[config.mk]
export PLATFORM = sky130hd
export DESIGN_NAME = magnet_cmd_sequencer_flat
export DESIGN_NICKNAME = d
export VERILOG_FILES = /design/src/rtl/magnet_cmd_sequencer_if.sv /design/src/rtl/magnet_cmd_sequencer.sv /design/src/flat_wrapper.sv
export SDC_FILE = /design/constraint.sdc
export NUM_CORES = 1
export LEC_CHECK = 0
export CAP_MARGIN = 10
export CORE_ASPECT_RATIO = 1.5
export CORE_MARGIN = 1
export CORE_UTILIZATION = 62
export CTS_CLUSTER_SIZE = 12
export DETAILED_ROUTE_END_ITERATION = 6
export GPL_ROUTABILITY_DRIVEN = 0
export PLACE_DENSITY = 0.78
export SYNTH_ARGS = -nofsm -noshare
export SYNTH_HDL_FRONTEND = slang
export SYNTH_SLANG_ARGS = --single-unit
[constraint.sdc]
create_clock -name i_clk -period 5.25 [get_ports i_clk]
set_input_delay 1.3125 -clock i_clk [delete_from_list [all_inputs] [get_ports i_clk]]
set_output_delay 1.3125 -clock i_clk [all_outputs]
set_load 0.01 [all_outputs]
[src/rtl/magnet_cmd_sequencer_if.sv]
// Button inputs and driver command/status outputs of the electromagnet sequencer.
// No flow control: buttons are raw levels and the outputs are registered status.
interface magnet_cmd_sequencer_if;
    logic       i_grab_btn;
    logic       i_drop_btn;
    logic [1:0] o_mag_cmd;
    logic       o_busy;
    logic       o_holding;
    logic [1:0] o_state_out;

    modport master (
        output i_grab_btn,
        output i_drop_btn,
        input  o_mag_cmd,
        input  o_busy,
        input  o_holding,
        input  o_state_out
    );

    modport slave (
        input  i_grab_btn,
        input  i_drop_btn,
        output o_mag_cmd,
        output o_busy,
        output o_holding,
        output o_state_out
    );
endinterface

[src/rtl/magnet_cmd_sequencer.sv]
// Debounced grab/drop buttons drive a HOLD/RELEASE/COOLDOWN magnet sequencer.
// Press-to-command latency is DEBOUNCE_CYCLES+3 edges; no backpressure, extra presses are dropped.
module magnet_cmd_sequencer #(
    parameter int unsigned DEBOUNCE_CYCLES = 500000,
    parameter int unsigned RELEASE_CYCLES  = 50000000,
    parameter int unsigned COOLDOWN_CYCLES = 25000000,
    parameter int unsigned HOLD_TIMEOUT    = 0
) (
    input  logic                  i_clk,
    input  logic                  i_rst,
    magnet_cmd_sequencer_if.slave bus
);

    typedef enum logic [1:0] {
        S_IDLE     = 2'd0,
        S_HOLD     = 2'd1,
        S_RELEASE  = 2'd2,
        S_COOLDOWN = 2'd3
    } state_t;

    localparam logic [31:0] DB_LAST   = 32'(DEBOUNCE_CYCLES - 1);
    localparam logic [31:0] REL_LAST  = 32'(RELEASE_CYCLES - 1);
    localparam logic [31:0] COOL_LAST = 32'(COOLDOWN_CYCLES - 1);
    localparam logic [31:0] HOLD_LAST = 32'(HOLD_TIMEOUT - 1);
    localparam bit          HOLD_EN   = (HOLD_TIMEOUT != 0);

    // Index 0 is grab, index 1 is drop.
    logic [1:0]  w_raw;
    logic [1:0]  r_sync1;
    logic [1:0]  r_sync2;
    logic [1:0]  r_db_level;
    logic [1:0]  r_db_level_q;
    logic [31:0] r_db_cnt [2];
    logic        w_grab_req;
    logic        w_drop_req;

    state_t      r_state;
    logic [31:0] r_phase_cnt;
    logic [31:0] r_hold_cnt;
    logic [1:0]  r_mag_cmd;
    logic        r_busy;
    logic        r_holding;

    assign w_raw = {bus.i_drop_btn, bus.i_grab_btn};

    always_ff @(posedge i_clk or posedge i_rst) begin
        if (i_rst) begin
            r_sync1      <= '0;
            r_sync2      <= '0;
            r_db_level   <= '0;
            r_db_level_q <= '0;
            for (int b = 0; b < 2; b++) begin
                r_db_cnt[b] <= '0;
            end
        end else begin
            r_sync1      <= w_raw;
            r_sync2      <= r_sync1;
            r_db_level_q <= r_db_level;
            for (int b = 0; b < 2; b++) begin
                if (r_sync2[b] != r_db_level[b]) begin
                    if (r_db_cnt[b] == DB_LAST) begin
                        r_db_level[b] <= r_sync2[b];
                        r_db_cnt[b]   <= '0;
                    end else begin
                        r_db_cnt[b] <= r_db_cnt[b] + 32'd1;
                    end
                end else begin
                    r_db_cnt[b] <= '0;
                end
            end
        end
    end

    // Rising edge of the debounced level: one pulse per accepted press.
    assign w_grab_req = r_db_level[0] & ~r_db_level_q[0];
    assign w_drop_req = r_db_level[1] & ~r_db_level_q[1];

    always_ff @(posedge i_clk or posedge i_rst) begin
        if (i_rst) begin
            r_state     <= S_IDLE;
            r_phase_cnt <= '0;
            r_hold_cnt  <= '0;
            r_mag_cmd   <= 2'b00;
            r_busy      <= 1'b0;
            r_holding   <= 1'b0;
        end else begin
            case (r_state)
                S_IDLE: begin
                    if (w_grab_req && !w_drop_req) begin
                        r_state     <= S_HOLD;
                        r_phase_cnt <= '0;
                        r_hold_cnt  <= '0;
                        r_mag_cmd   <= 2'b01;
                        r_busy      <= 1'b1;
                        r_holding   <= 1'b1;
                    end
                end
                S_HOLD: begin
                    if (w_drop_req || (HOLD_EN && r_hold_cnt == HOLD_LAST)) begin
                        r_state     <= S_RELEASE;
                        r_phase_cnt <= '0;
                        r_mag_cmd   <= 2'b10;
                        r_busy      <= 1'b1;
                        r_holding   <= 1'b0;
                    end else if (HOLD_EN) begin
                        r_hold_cnt <= r_hold_cnt + 32'd1;
                    end
                end
                S_RELEASE: begin
                    if (r_phase_cnt == REL_LAST) begin
                        r_state     <= S_COOLDOWN;
                        r_phase_cnt <= '0;
                        r_mag_cmd   <= 2'b00;
                        r_busy      <= 1'b1;
                        r_holding   <= 1'b0;
                    end else begin
                        r_phase_cnt <= r_phase_cnt + 32'd1;
                    end
                end
                S_COOLDOWN: begin
                    // Presses arriving here are discarded, not queued.
                    if (r_phase_cnt == COOL_LAST) begin
                        r_state     <= S_IDLE;
                        r_phase_cnt <= '0;
                        r_mag_cmd   <= 2'b00;
                        r_busy      <= 1'b0;
                        r_holding   <= 1'b0;
                    end else begin
                        r_phase_cnt <= r_phase_cnt + 32'd1;
                    end
                end
                default: begin
                    r_state     <= S_IDLE;
                    r_phase_cnt <= '0;
                    r_mag_cmd   <= 2'b00;
                    r_busy      <= 1'b0;
                    r_holding   <= 1'b0;
                end
            endcase
        end
    end

    assign bus.o_mag_cmd   = r_mag_cmd;
    assign bus.o_busy      = r_busy;
    assign bus.o_holding   = r_holding;
    assign bus.o_state_out = r_state;

endmodule

[src/flat_wrapper.sv]
// flat-port wrapper written by rule: the top's interface ports become plain ports
module magnet_cmd_sequencer_flat 
#(
    parameter int unsigned DEBOUNCE_CYCLES = 500000,
    parameter int unsigned RELEASE_CYCLES  = 50000000,
    parameter int unsigned COOLDOWN_CYCLES = 25000000,
    parameter int unsigned HOLD_TIMEOUT    = 0
)
  (i_clk, i_rst, bus_i_grab_btn, bus_i_drop_btn, bus_o_mag_cmd, bus_o_busy, bus_o_holding, bus_o_state_out);
  magnet_cmd_sequencer_if bus_i ();
  input  logic i_clk;
  input  logic i_rst;
  input wire logic [$bits(bus_i.i_grab_btn)-1:0] bus_i_grab_btn;
  input wire logic [$bits(bus_i.i_drop_btn)-1:0] bus_i_drop_btn;
  output wire logic [$bits(bus_i.o_mag_cmd)-1:0] bus_o_mag_cmd;
  output wire logic [$bits(bus_i.o_busy)-1:0] bus_o_busy;
  output wire logic [$bits(bus_i.o_holding)-1:0] bus_o_holding;
  output wire logic [$bits(bus_i.o_state_out)-1:0] bus_o_state_out;
  assign bus_i.i_grab_btn = bus_i_grab_btn;
  assign bus_i.i_drop_btn = bus_i_drop_btn;
  assign bus_o_mag_cmd = bus_i.o_mag_cmd;
  assign bus_o_busy = bus_i.o_busy;
  assign bus_o_holding = bus_i.o_holding;
  assign bus_o_state_out = bus_i.o_state_out;
  magnet_cmd_sequencer #(.DEBOUNCE_CYCLES(DEBOUNCE_CYCLES), .RELEASE_CYCLES(RELEASE_CYCLES), .COOLDOWN_CYCLES(COOLDOWN_CYCLES), .HOLD_TIMEOUT(HOLD_TIMEOUT)) u_core (.i_clk(i_clk), .i_rst(i_rst), .bus(bus_i));
endmodule
Word-level counts from Yosys, hierarchy flattened
Cells that the tools add are included.
{"block": "word_totals", "reg_bits": 110, "input_bits": 4}
{"block": "op_classes", "addsub": 3, "eq_ne": 13, "mux": 24, "bitwise_logic": 4, "n_reduce_logical": 7}
{"cell": "$mux 32", "n": 8}
{"cell": "$pmux 32 s4", "n": 1}
{"cell": "$add 32x1->32 const B", "n": 3}
{"cell": "$eq 32x19->1 const B", "n": 2}
{"cell": "$eq 32x25->1 const B", "n": 1}
{"cell": "$eq 32x26->1 const B", "n": 1}
{"cell": "$pmux 2 s4", "n": 2}
{"cell": "$mux 2", "n": 5}
{"cell": "$ne 2x1->1 const B", "n": 4}
{"cell": "$pmux 1 s4", "n": 2}
{"cell": "$mux 1", "n": 6}
{"cell": "$reduce_and 2->1", "n": 3}
{"cell": "$eq 2x2->1 const B", "n": 2}
{"cell": "$reduce_and 4->1", "n": 1}
{"cell": "$and 1x1->1", "n": 2}
{"cell": "$eq 2x1->1 const B", "n": 1}
{"cell": "$logic_not 2->1", "n": 1}
{"cell": "$ne 1x1->1", "n": 2}
{"cell": "$not 1->1", "n": 2}
{"cell": "$logic_and 1x1->1", "n": 1}
{"cell": "$logic_not 1->1", "n": 1}

Logic depth before layout (Yosys ltp)
{"block": "logic_depth", "depth_word": 6, "mapped_depth": 8}

Least setup slack after synthesis
Ideal clock, no wire load.
{"block": "synth_path", "kind": "register to register", "from": "reg u_core.r_phase_cnt[15]", "to": "reg u_core.r_holding (netlist: u_core.bus.o_holding)", "setup_time_ns": 0.127, "t_arrival_ns": 2.432, "required_time_ns": 5.123, "path_slack_ns": 2.691, "stages_incl_launch_ff": 7, "path_cell_list": "dfrtp_1 -> or4b_1 -> or4_1 -> o41a_1 -> nor3_4 -> buf_6 -> mux2_1"}
{"block": "synth_via", "elab_chain_len": 3, "elab_cells_between_ends": 5, "classes_between": "eq/ne: 4; reduce/logical: 1"}
{"item": "start, declared", "line_no": "magnet_cmd_sequencer.sv:38", "text": "logic [31:0] r_phase_cnt;"}
{"item": "start signal, assigned", "line_no": "magnet_cmd_sequencer.sv:117", "text": "r_phase_cnt <= r_phase_cnt + 32'd1;"}
{"item": "start signal, assigned", "line_no": "magnet_cmd_sequencer.sv:129", "text": "r_phase_cnt <= r_phase_cnt + 32'd1;"}
{"item": "$eq 32x25->1 / $eq 32x26->1 (equally long branches)", "line_no": "magnet_cmd_sequencer.sv:122, magnet_cmd_sequencer.sv:110"}
{"item": "$ne 2x1->1 (no source line)"}
{"item": "$reduce_and 4->1 (no source line) (*)"}
{"item": "end signal, assigned", "line_no": "magnet_cmd_sequencer.sv:115", "text": "r_holding <= 1'b0;"}
{"item": "end signal, assigned", "line_no": "magnet_cmd_sequencer.sv:127", "text": "r_holding <= 1'b0;"}
{"item": "end signal, assigned", "line_no": "magnet_cmd_sequencer.sv:137", "text": "r_holding <= 1'b0;"}
{"item": "end, declared", "line_no": "magnet_cmd_sequencer.sv:42", "text": "logic r_holding;"}
Every way passes the cells marked *; elsewhere a longest branch is shown, timed or not.
A chain may end at the register's enable or synchronous reset.

Final worst setup path
{"block": "layout_path", "from": "reg u_core.r_phase_cnt[0]", "to": "reg u_core.r_mag_cmd[1] (netlist: u_core.bus.o_mag_cmd[1])"}
{"block": "layout_via", "elab_chain_len": 3, "elab_cells_between_ends": 5, "classes_between": "eq/ne: 4; reduce/logical: 1"}
{"item": "$eq 32x25->1 / $eq 32x26->1 (equally long branches)", "line_no": "magnet_cmd_sequencer.sv:122, magnet_cmd_sequencer.sv:110"}
{"item": "$ne 2x1->1 (no source line)"}
{"item": "$reduce_and 4->1 (no source line) (*)"}
{"item": "end signal, assigned", "line_no": "magnet_cmd_sequencer.sv:113", "text": "r_mag_cmd <= 2'b00;"}
{"item": "end signal, assigned", "line_no": "magnet_cmd_sequencer.sv:125", "text": "r_mag_cmd <= 2'b00;"}
{"item": "end signal, assigned", "line_no": "magnet_cmd_sequencer.sv:135", "text": "r_mag_cmd <= 2'b00;"}
{"item": "end, declared", "line_no": "magnet_cmd_sequencer.sv:40", "text": "logic [1:0] r_mag_cmd;"}
Marks and branches as above.

==> flow_metrics.py <==
metrics = {
    "outcome": {
        "run_status": "finished clean",
    },
    "floorplan": {
        "rows": 41,
        "dieWidth_um": 79.2,
        "coreArea_um2": 8570,
        "boundaryPins": 10,
        "die_area_um2": 9330,
        "die_h_um": 118,
        "start_util": 0.647,
    },
    "sta": {
        "worst_slew_pin_slew_ps": 901,
        "drv_slew": 0,
        "finalSetupTns_ps": 0,
        "fmax_mhz": 322,
        "setup_viol": 0,
        "slew_headroom": 0.394,
        "period_needed_ps": 3110,
        "hold_viol_final": 0,
        "rsz0062_at_grt": "false",
        "clock_skew_ps": 7.37,
        "hold_ws_ps": 357,
        "fin_crit_sh": 0.592,
    },
    "cts": {
        "cts_hold_buf": 0,
        "clock_path_buffers": 2,
        "post_cts_buffers": 0,
        "cts.repair.resized": 0,
        "cts_tree": "built",
        "cts.clk_slew.worst_paths_ps": 70,
        "cts_buffers": 9,
        "numClockSinks": 109,
        "clkLatencyLatePin_ps": 350,
        "clock-root-buffer": "clkbuf_16",
        "cts.htree.levels": 3,
    },
    "worst_setup_path": {
        "startpoint_type": "register",
        "crit_fanout": 23,
        "end_kind": "register",
        "crit_chain": "ha_1 -> nand2_1 -> or4_1 -> o41a_1 -> nor3_4 -> buf_4 -> mux2_2",
        "crit_type": "register to register",
        "cpMaxStageDelayCell": "or4_1",
        "cp.arrival_ps": 3340,
        "critical-path-max-stage-delay_ps": 570,
        "cp.required_ps": 5480,
    },
    "yosys": {
        "synth-async-reset-ratio": 1.00,
        "yosys-top-cells-count": "109 x dfrtp_1, 89 x nor2_1, 43 x nand2_1",
        "ys_ff_latch": 109,
        "syn-instance-count": 585,
        "synth_area_per_cell_um2": 9.48,
        "synth_top_cell_area_share": 0.492,
        "synth_most_common_cell": "dfrtp_1",
        "synthesis.nets": 597,
        "yosysSeqAreaShare": 0.492,
        "synth-edff-count": 0,
        "yosys_warnings": 0,
        "yosys.area.top_type": "dfrtp_1",
        "synth_flop_cell": "dfrtp_1",
        "syn_area_um2": 5550,
        "synth_area_leaders": "dfrtp_1 49%, nor2_1 6.0%, xor2_1 5.8%",
        "synth_cell_types": 45,
    },
    "drt": {
        "drc_errors": 0,
        "vias": 4328,
        "drt-pass1-iter-count": 5,
        "drtAntennaViolNets": 0,
        "wl_mm": 11.4,
        "vias_per_cell": 6.17,
        "drt_iter0_markers": 285,
        "wl_per_cell_um": 16.2,
    },
    "global_route": {
        "gr-total-overflow": 0,
        "grt_pass1_wl_mm": 19.7,
        "antenna_found_initial": 0,
        "grt_max_degree": 46,
        "grt_usage": 0.270,
        "grt_pass1_vias": 4359,
    },
    "cells_and_area": {
        "nets": 603,
        "insertedDiodeCount": 0,
        "stdcell_area_um2": 5990,
        "synthToLayoutAreaGrowth_pct": 8.08,
        "final_cells": 702,
        "drive_gt1_frac": 0.0504,
        "fill_cells": 649,
    },
    "min_path": {
        "hold_class": "register to register",
    },
    "flow_run": {
        "max-cap-violations": 0,
    },
    "pwr": {
        "leakagePower_nw": 2.42,
        "power_density_nw_per_um2": 257,
        "irDropWorstVdd_mv": 0.219,
        "total_power_mw": 1.54,
    },
    "placed_design": {
        "portBuffers": 9,
        "placed_cells": 687,
        "dp_hpwl_mm": 7.94,
        "post_dp_cell_area_um2": 5720,
    },
}
## registers in the layout (all words and copies together) (netlist names)
name                    cells
u_core.r_db_cnt            64
u_core.r_phase_cnt         32
u_core.bus.o_state_out      2
u_core.r_db_level           2
u_core.r_db_level_q         2
u_core.r_sync1              2
u_core.r_sync2              2
u_core.bus.o_busy           1
u_core.bus.o_holding        1
u_core.bus.o_mag_cmd        1
## stage by stage
step	util	setup slack (ps)
2_1_floorplan	-	1060
3_3_place_gp	0.667	2250
3_5_place_dp	0.667	2190
4_1_cts	0.700	2160
5_1_grt	0.700	1990
6_report	0.700	2140
## final cells by class
class | instances | area (um^2) | share of cell area
timing repair buffer | 14 | 128 | 0.0213
tap | 107 | 134 | 0.0223
sequential | 109 | 2730 | 0.455
clock inverter | 2 | 35.0 | 0.00585
clock buffer | 13 | 240 | 0.0401
multi-input combinational | 440 | 2660 | 0.444
inverter | 17 | 66.3 | 0.0111
## power by group
part / internal [mW] / switching (mW) / total [mW]
combinational: 0.00813 / 0.0275 / 0.0356
clock: 0.367 / 0.285 / 0.652
sequential: 0.845 / 0.00497 / 0.850
total: 1.22 / 0.317 / 1.54
## worst paths after layout
kind	from	to	slack [ps]	cells past startpoint
hold reg to reg	u_core.r_sync1[0]	u_core.r_sync2[0]	360	0
setup / recovery	u_core.r_phase_cnt[0]	u_core.bus.o_mag_cmd[1]	2140	7
max in group asynchronous	i_rst	u_core.r_db_cnt[60]	2940	3
setup reg to reg	u_core.r_phase_cnt[0]	u_core.bus.o_mag_cmd[1]	2140	7
min in group asynchronous	i_rst	u_core.r_db_cnt[25]	1370	2
hold / removal	u_core.r_sync1[0]	u_core.r_sync2[0]	360	0
## logic make-up (layout without fill, tap and decap cells)
family                     Yosys count  in the layout  synth area share
and+or+nand+nor                    298            298             0.280
DFF                                109            109             0.492
xor gates and xnor gates            65             65             0.103
AOI/OAI and AO/OA                   62             62            0.0648
buffers and inverters               36             46            0.0287
adders and majority gates            8              8            0.0181
muxes                                7              7            0.0138
## cell usage in the layout (no fill, tap or decap), drive strengths merged, types with 2 or more instances in the layout
master / instances
and2: 6
o41a: 2
clkbuf: 13
dfrtp: 109
o31ai: 3
and4: 5
nand4b: 2
nor4b: 2
mux2: 5
or4: 7
or2: 3
xor2: 37
o311ai: 3
nor2: 89
nor3: 16
a21oi: 23
o211ai: 3
buf: 5
nand4: 37
ha: 8
nor3b: 4
o21ai: 24
inv: 17
nand3: 28
mux2i: 2
xnor2: 28
or4b: 2
a21o: 2
and3: 10
nand2: 43
nand2b: 3
nor4: 19
clkdlybuf4s50: 9
or3: 20
## critical path, delay by kind of cell, from the launching register on
family          cells  cell delay [ps]
mux                 1              370
simple gates        3             1050
fa+ha+maj           1              230
compound gates      1              560
flops               1              400
buf+inv             1              360
## routing by layer
| layer | share of wire | up-vias | global-route usage |
|---|---|---|---|
| met5 | 0 | - | 0 |
| met4 | 0.025 | 0 | 0.125 |
| met3 | 0.030 | 24 | 0.0481 |
| met2 | 0.53 | 90 | 0.468 |
| met1 | 0.41 | 2138 | 0.317 |
| li1 | - | 2076 | - |
Note: power is estimated with default switching activity, not from simulation.
